--- src/rtl/dmem_arbiter.sv ---
// Arbitrates the single-port data memory between the CPU load/store path and a debug/loader port.
// Optional build macro DMEM_ARB_RR_EN selects round-robin conflict resolution instead of CPU priority.
module dmem_arbiter #(
  parameter int WIDTH        = 32,
  parameter int ADDR_WIDTH   = 32,
  parameter int STARVE_LIMIT = 4
) (
  input  logic                  clk,
  input  logic                  rst,
  input  logic                  cpu_req,
  input  logic                  cpu_we,
  input  logic [ADDR_WIDTH-1:0] cpu_addr,
  input  logic [WIDTH-1:0]      cpu_wdata,
  output logic                  cpu_stall,
  output logic [WIDTH-1:0]      cpu_rdata,
  output logic                  cpu_rvalid,
  input  logic                  dbg_req,
  input  logic                  dbg_we,
  input  logic [ADDR_WIDTH-1:0] dbg_addr,
  input  logic [WIDTH-1:0]      dbg_wdata,
  output logic                  dbg_gnt,
  output logic [WIDTH-1:0]      dbg_rdata,
  output logic                  dbg_rvalid,
  output logic                  mem_en,
  output logic                  mem_we,
  output logic [ADDR_WIDTH-1:0] mem_addr,
  output logic [WIDTH-1:0]      mem_wdata,
  input  logic [WIDTH-1:0]      mem_rdata
);

  typedef enum logic {
    OWN_CPU = 1'b0,
    OWN_DBG = 1'b1
  } owner_e;

  logic   cpu_grant;
  logic   dbg_grant;
  logic   rd_valid_q;
  owner_e rd_owner_q;

`ifdef DMEM_ARB_RR_EN
  owner_e last_gnt_q;

  // NOTE: every signal assigned in always_comb gets a default first, so no path can infer a latch.
  always_comb begin
    cpu_grant = 1'b0;
    dbg_grant = 1'b0;
    if (!rst) begin
      if (cpu_req && dbg_req) begin
        dbg_grant = (last_gnt_q == OWN_CPU);
        cpu_grant = (last_gnt_q == OWN_DBG);
      end else begin
        cpu_grant = cpu_req;
        dbg_grant = dbg_req;
      end
    end
  end

  // NOTE: sequential state uses non-blocking assignments so every register samples pre-edge values.
  always_ff @(posedge clk) begin
    if (rst) begin
      last_gnt_q <= OWN_CPU;
    end else if (dbg_grant) begin
      last_gnt_q <= OWN_DBG;
    end else if (cpu_grant) begin
      last_gnt_q <= OWN_CPU;
    end
  end
`else
  localparam int CW = $clog2(STARVE_LIMIT + 1);

  logic [CW-1:0] starve_cnt_q;
  logic          starved;

  assign starved = (starve_cnt_q == CW'(STARVE_LIMIT));

  // NOTE: every signal assigned in always_comb gets a default first, so no path can infer a latch.
  always_comb begin
    cpu_grant = 1'b0;
    dbg_grant = 1'b0;
    if (!rst) begin
      dbg_grant = dbg_req && (!cpu_req || starved);
      cpu_grant = cpu_req && !dbg_grant;
    end
  end

  // NOTE: sequential state uses non-blocking assignments so every register samples pre-edge values.
  always_ff @(posedge clk) begin
    if (rst || !dbg_req || dbg_grant) begin
      starve_cnt_q <= '0;
    end else if (!starved) begin
      starve_cnt_q <= starve_cnt_q + CW'(1);
    end
  end
`endif

  // Memory port follows whichever requester won; idle cycles drive all zeros.
  always_comb begin
    mem_en    = 1'b0;
    mem_we    = 1'b0;
    mem_addr  = '0;
    mem_wdata = '0;
    if (cpu_grant) begin
      mem_en    = 1'b1;
      mem_we    = cpu_we;
      mem_addr  = cpu_addr;
      mem_wdata = cpu_wdata;
    end else if (dbg_grant) begin
      mem_en    = 1'b1;
      mem_we    = dbg_we;
      mem_addr  = dbg_addr;
      mem_wdata = dbg_wdata;
    end
  end

  // Read tag: which requester owns the data the memory returns next cycle.
  always_ff @(posedge clk) begin
    if (rst) begin
      rd_valid_q <= 1'b0;
      rd_owner_q <= OWN_CPU;
    end else begin
      rd_valid_q <= mem_en && !mem_we;
      rd_owner_q <= dbg_grant ? OWN_DBG : OWN_CPU;
    end
  end

  // Outputs are forced low while reset is held, even with a read still tagged.
  assign cpu_stall  = cpu_req && !cpu_grant && !rst;
  assign dbg_gnt    = dbg_req && dbg_grant;
  assign cpu_rvalid = rd_valid_q && (rd_owner_q == OWN_CPU) && !rst;
  assign dbg_rvalid = rd_valid_q && (rd_owner_q == OWN_DBG) && !rst;
  assign cpu_rdata  = cpu_rvalid ? mem_rdata : '0;
  assign dbg_rdata  = dbg_rvalid ? mem_rdata : '0;

endmodule
--- config.mk ---
export PLATFORM = sky130hd
export DESIGN_NAME = dmem_arbiter
export DESIGN_NICKNAME = d
export VERILOG_FILES = /design/src/rtl/dmem_arbiter.sv
export SDC_FILE = /design/constraint.sdc
export NUM_CORES = 1
export LEC_CHECK = 0
export CORE_AREA = 4 4 114 116
export DETAILED_ROUTE_END_ITERATION = 8
export DIE_AREA = 0 0 118 120
export DONT_BUFFER_PORTS = 1
export GPL_ROUTABILITY_DRIVEN = 0
export GPL_TIMING_DRIVEN = 1
export PLACE_DENSITY = 0.3
export SYNTH_ARGS = -nofsm -noshare
export SYNTH_HDL_FRONTEND = slang
export SYNTH_SLANG_ARGS = --single-unit
--- constraint.sdc ---
create_clock -name clk -period 4.28 [get_ports clk]
set_input_delay 0.856 -clock clk [delete_from_list [all_inputs] [get_ports clk]]
set_output_delay 0.856 -clock clk [all_outputs]
set_load 0.1 [all_outputs]
==> impl_metrics.toml <==
[synthesis]
syn-cell-area_sq_um = 1370
synth_xor_area_frac = 0
post_synth_num_cell_types = 23
synth_simple_gate_area_frac = 0.361
synth-seq-area-share = 0.0733
seq_cells_post_synth = 5
synthCells = 178
ys.warnings.count = 0
synthAdderAreaFrac = 0.0183
post_synth.cell_area_avg_sq_um = 7.67
synth_compound_gate_area_share = 0.434
share_of_synthesized_area_spent_on_multiplexers = 0.00733
postSynthNetCount = 346
dominant_combinational_cell_family_by_area_after_synthesis = "compound AO/OA/AOI/OAI gates"

[floorplanning]
die_footprint_sq_um = 14200
die_wd_um = 118
num_io_pins = 300
start_util = 0.115
placementRows = 40
placeableCoreArea_sq_um = 11900
chip_height_um = 120

[global_route]
grt_max_degree = 65
global_route_total_overflow = 0
grt_pass1_wl_um = 9690
number_of_antenna_violations_at_the_first_check_in_global_routing = 0
grt_pass1_vias = 1770
global_route_usage_over_all_layers = 0.0812

[power_and_ir_drop]
seq_power_share = 0.068
finalPower_uw = 732
power.share.combinational = 0.723
vdd_drop_max_mv = 0.223
cell_internal_pwr_uw = 271
powerDensity_nw_per_um2 = 292
p_leak_uw = 0.00129
sw_frac_of_total = 0.630
net-switching-power_uw = 462
p_clk_frac = 0.210

[cells_and_area]
fillers = 1337
area_of_all_placed_cells_without_fillers_sq_um = 2500
drive_gt1_frac = 0.483
fin_nets = 463
area.growth.synth_to_final_pct = 83.4
n_antenna_cell = 0
final_core_util = 0.210

[job]
maxCapViolCount = 0

[critical_path]
startpoint_type = "primary input"
cp_data_arrival_time_ns = 2.38
rr_worst_depth = 5
timing.critical_path.to_type = "output pin"
critical_path.max_fanout = 64
path_class = "primary input to output pin"
worst_ep_required_time_ns = 3.42

[sta]
clock_skew_ns = 0.00238
tightestPinTransition_ns = 0.975
timing.final.setup_violations = 0
crit_share_post_route = 0.757
rsz0062_at_grt = "no"
max_clock_freq_mhz = 309
worst_slew_margin_rel = 0.352
timing.final.hold_violations = 0
timing.final.max_slew_violations = 0
layout_min_cycle_time_ns = 3.24
setup-tns-final_ns = 0

[place]
dp.final_hpwl_um = 6060
port_buffers = 0
placed_area_sq_um = 2420

[cts]
holdBufCountCts = 0
cts_made_buffers = 3
clock_tree_from_tritoncts = "built"
cts_root_buffer = "clkbuf_16"
cts_setup_buffers = 0
clkSlewWorstSetupHoldPaths_ns = 0.03
worst_skew_pair.late_latency_ns = 0.23
ctsHtreeMaxLevel = 1
post_cts_resized = 0
cts-root-to-sink-buffers = 2
cts_sinks = 5

[drt]
drc = 0
post_drt_via_cell_ratio = 4.27
vias = 1885
ant_nets = 0
detail_route.first_pass.iterations = 4
detail_route.wl_per_cell_um = 15.9
first_iter_violations = 75
routed_wl_um = 6990

[min_path]
worstHoldPathCells = 1
hold_path_class = "flop to flop"

[status]
status = "completed"
-- worst paths after layout --
kind / startpoint / slack (ns) / end
max reg2reg: starve_cnt_q[0] / 2.97 / rd_valid_q
min reg2reg: starve_cnt_q[0] / 0.45 / starve_cnt_q[0]
min: starve_cnt_q[0] / 0.45 / starve_cnt_q[0]
max: rst / 1.04 / mem_addr[15]
-- power groups by stage --
stage          combinational [uW]  clock [uW]  sequential (uW)
4_1_cts                       531         154             49.6
6_report                      529         153             49.6
2_1_floorplan                 450           0             49.8
3_3_place_gp                  530           0             50.1
3_5_place_dp                  530           0             50.3
5_1_grt                       542         158             49.9
-- layout by cell type, fill, tap and decap left out --
cell type,count
clkbuf_16,3
mux2i_1,1
nand3_1,1
clkbuf_1,1
nand2b_1,1
nor2_2,1
nor2_1,3
nor3b_1,1
or2_2,1
a21oi_1,1
nor2b_2,1
nor3b_4,1
and3b_2,1
a22o_1,65
a221oi_1,1
dfxtp_1,5
and2_1,64
nand2_1,2
inv_1,3
ha_1,2
buf_4,132
and2_2,1
and4_1,1
a21oi_4,1
-- cell usage after synthesis, drive strengths merged --
cell type | number | share of area
and3b | 1 | 0.0064
buf | 14 | 0.082
or2 | 1 | 0.0046
dfxtp | 5 | 0.073
nand2 | 2 | 0.0055
inv | 3 | 0.0082
nor2b | 1 | 0.0064
nand3 | 1 | 0.0037
and2 | 65 | 0.30
nor3b | 2 | 0.015
clkbuf | 6 | 0.016
and4 | 1 | 0.0064
nor2 | 4 | 0.011
a22o | 65 | 0.42
ha | 2 | 0.018
a221oi | 1 | 0.0064
nand2b | 1 | 0.0046
mux2i | 1 | 0.0073
a21oi | 2 | 0.010
-- cell type report --
class | instances | area (sq um) | area share
Timing Repair Buffer | 132 | 991 | 0.396
Clock buffer | 4 | 78.8 | 0.0315
Sequential cell | 5 | 100 | 0.0400
Inverter | 3 | 11.3 | 0.00450
Tap cell | 147 | 184 | 0.0735
Multi-Input combinational cell | 150 | 1140 | 0.455
-- flip-flops by register name, summed over array words and instances, names as in the netlist --
name	cells
rd_valid_q	1
rd_owner_q	1
starve_cnt_q	3
-- through the flow --
| stage | worst slack (ns) | std cells | hold slack, ns |
|---|---|---|---|
| 3_3_place_gp | 1.14 | 437 | 0.442 |
| 3_5_place_dp | 1.09 | 437 | 0.447 |
| 2_1_floorplan | 0.439 | 178 | 0.427 |
| 4_1_cts | 1.07 | 441 | 0.452 |
| 5_1_grt | 0.884 | 441 | 0.489 |
| 6_report | 1.04 | 441 | 0.449 |
-- metal layers --
layer  GRT usage  part of all wire
met3      0.0250              0.11
met4      0.0139            0.0059
met2       0.147              0.53
met1      0.0952              0.35
met5           0                 0
-- worst max-delay path, stage by stage --
cell and delay, ns:
nand2b_1 0.17, a21oi_4 0.17, buf_4 0.52, a22o_1 0.29, buf_4 0.31
-- kinds of logic after synthesis --
logic type	Yosys count
AOI/OAI and AO/OA	68
muxes	1
buffers and inverters	23
DFF	5
adders and majority gates	2
and+or+nand+nor	79
Power figures use the tool's default switching activity.
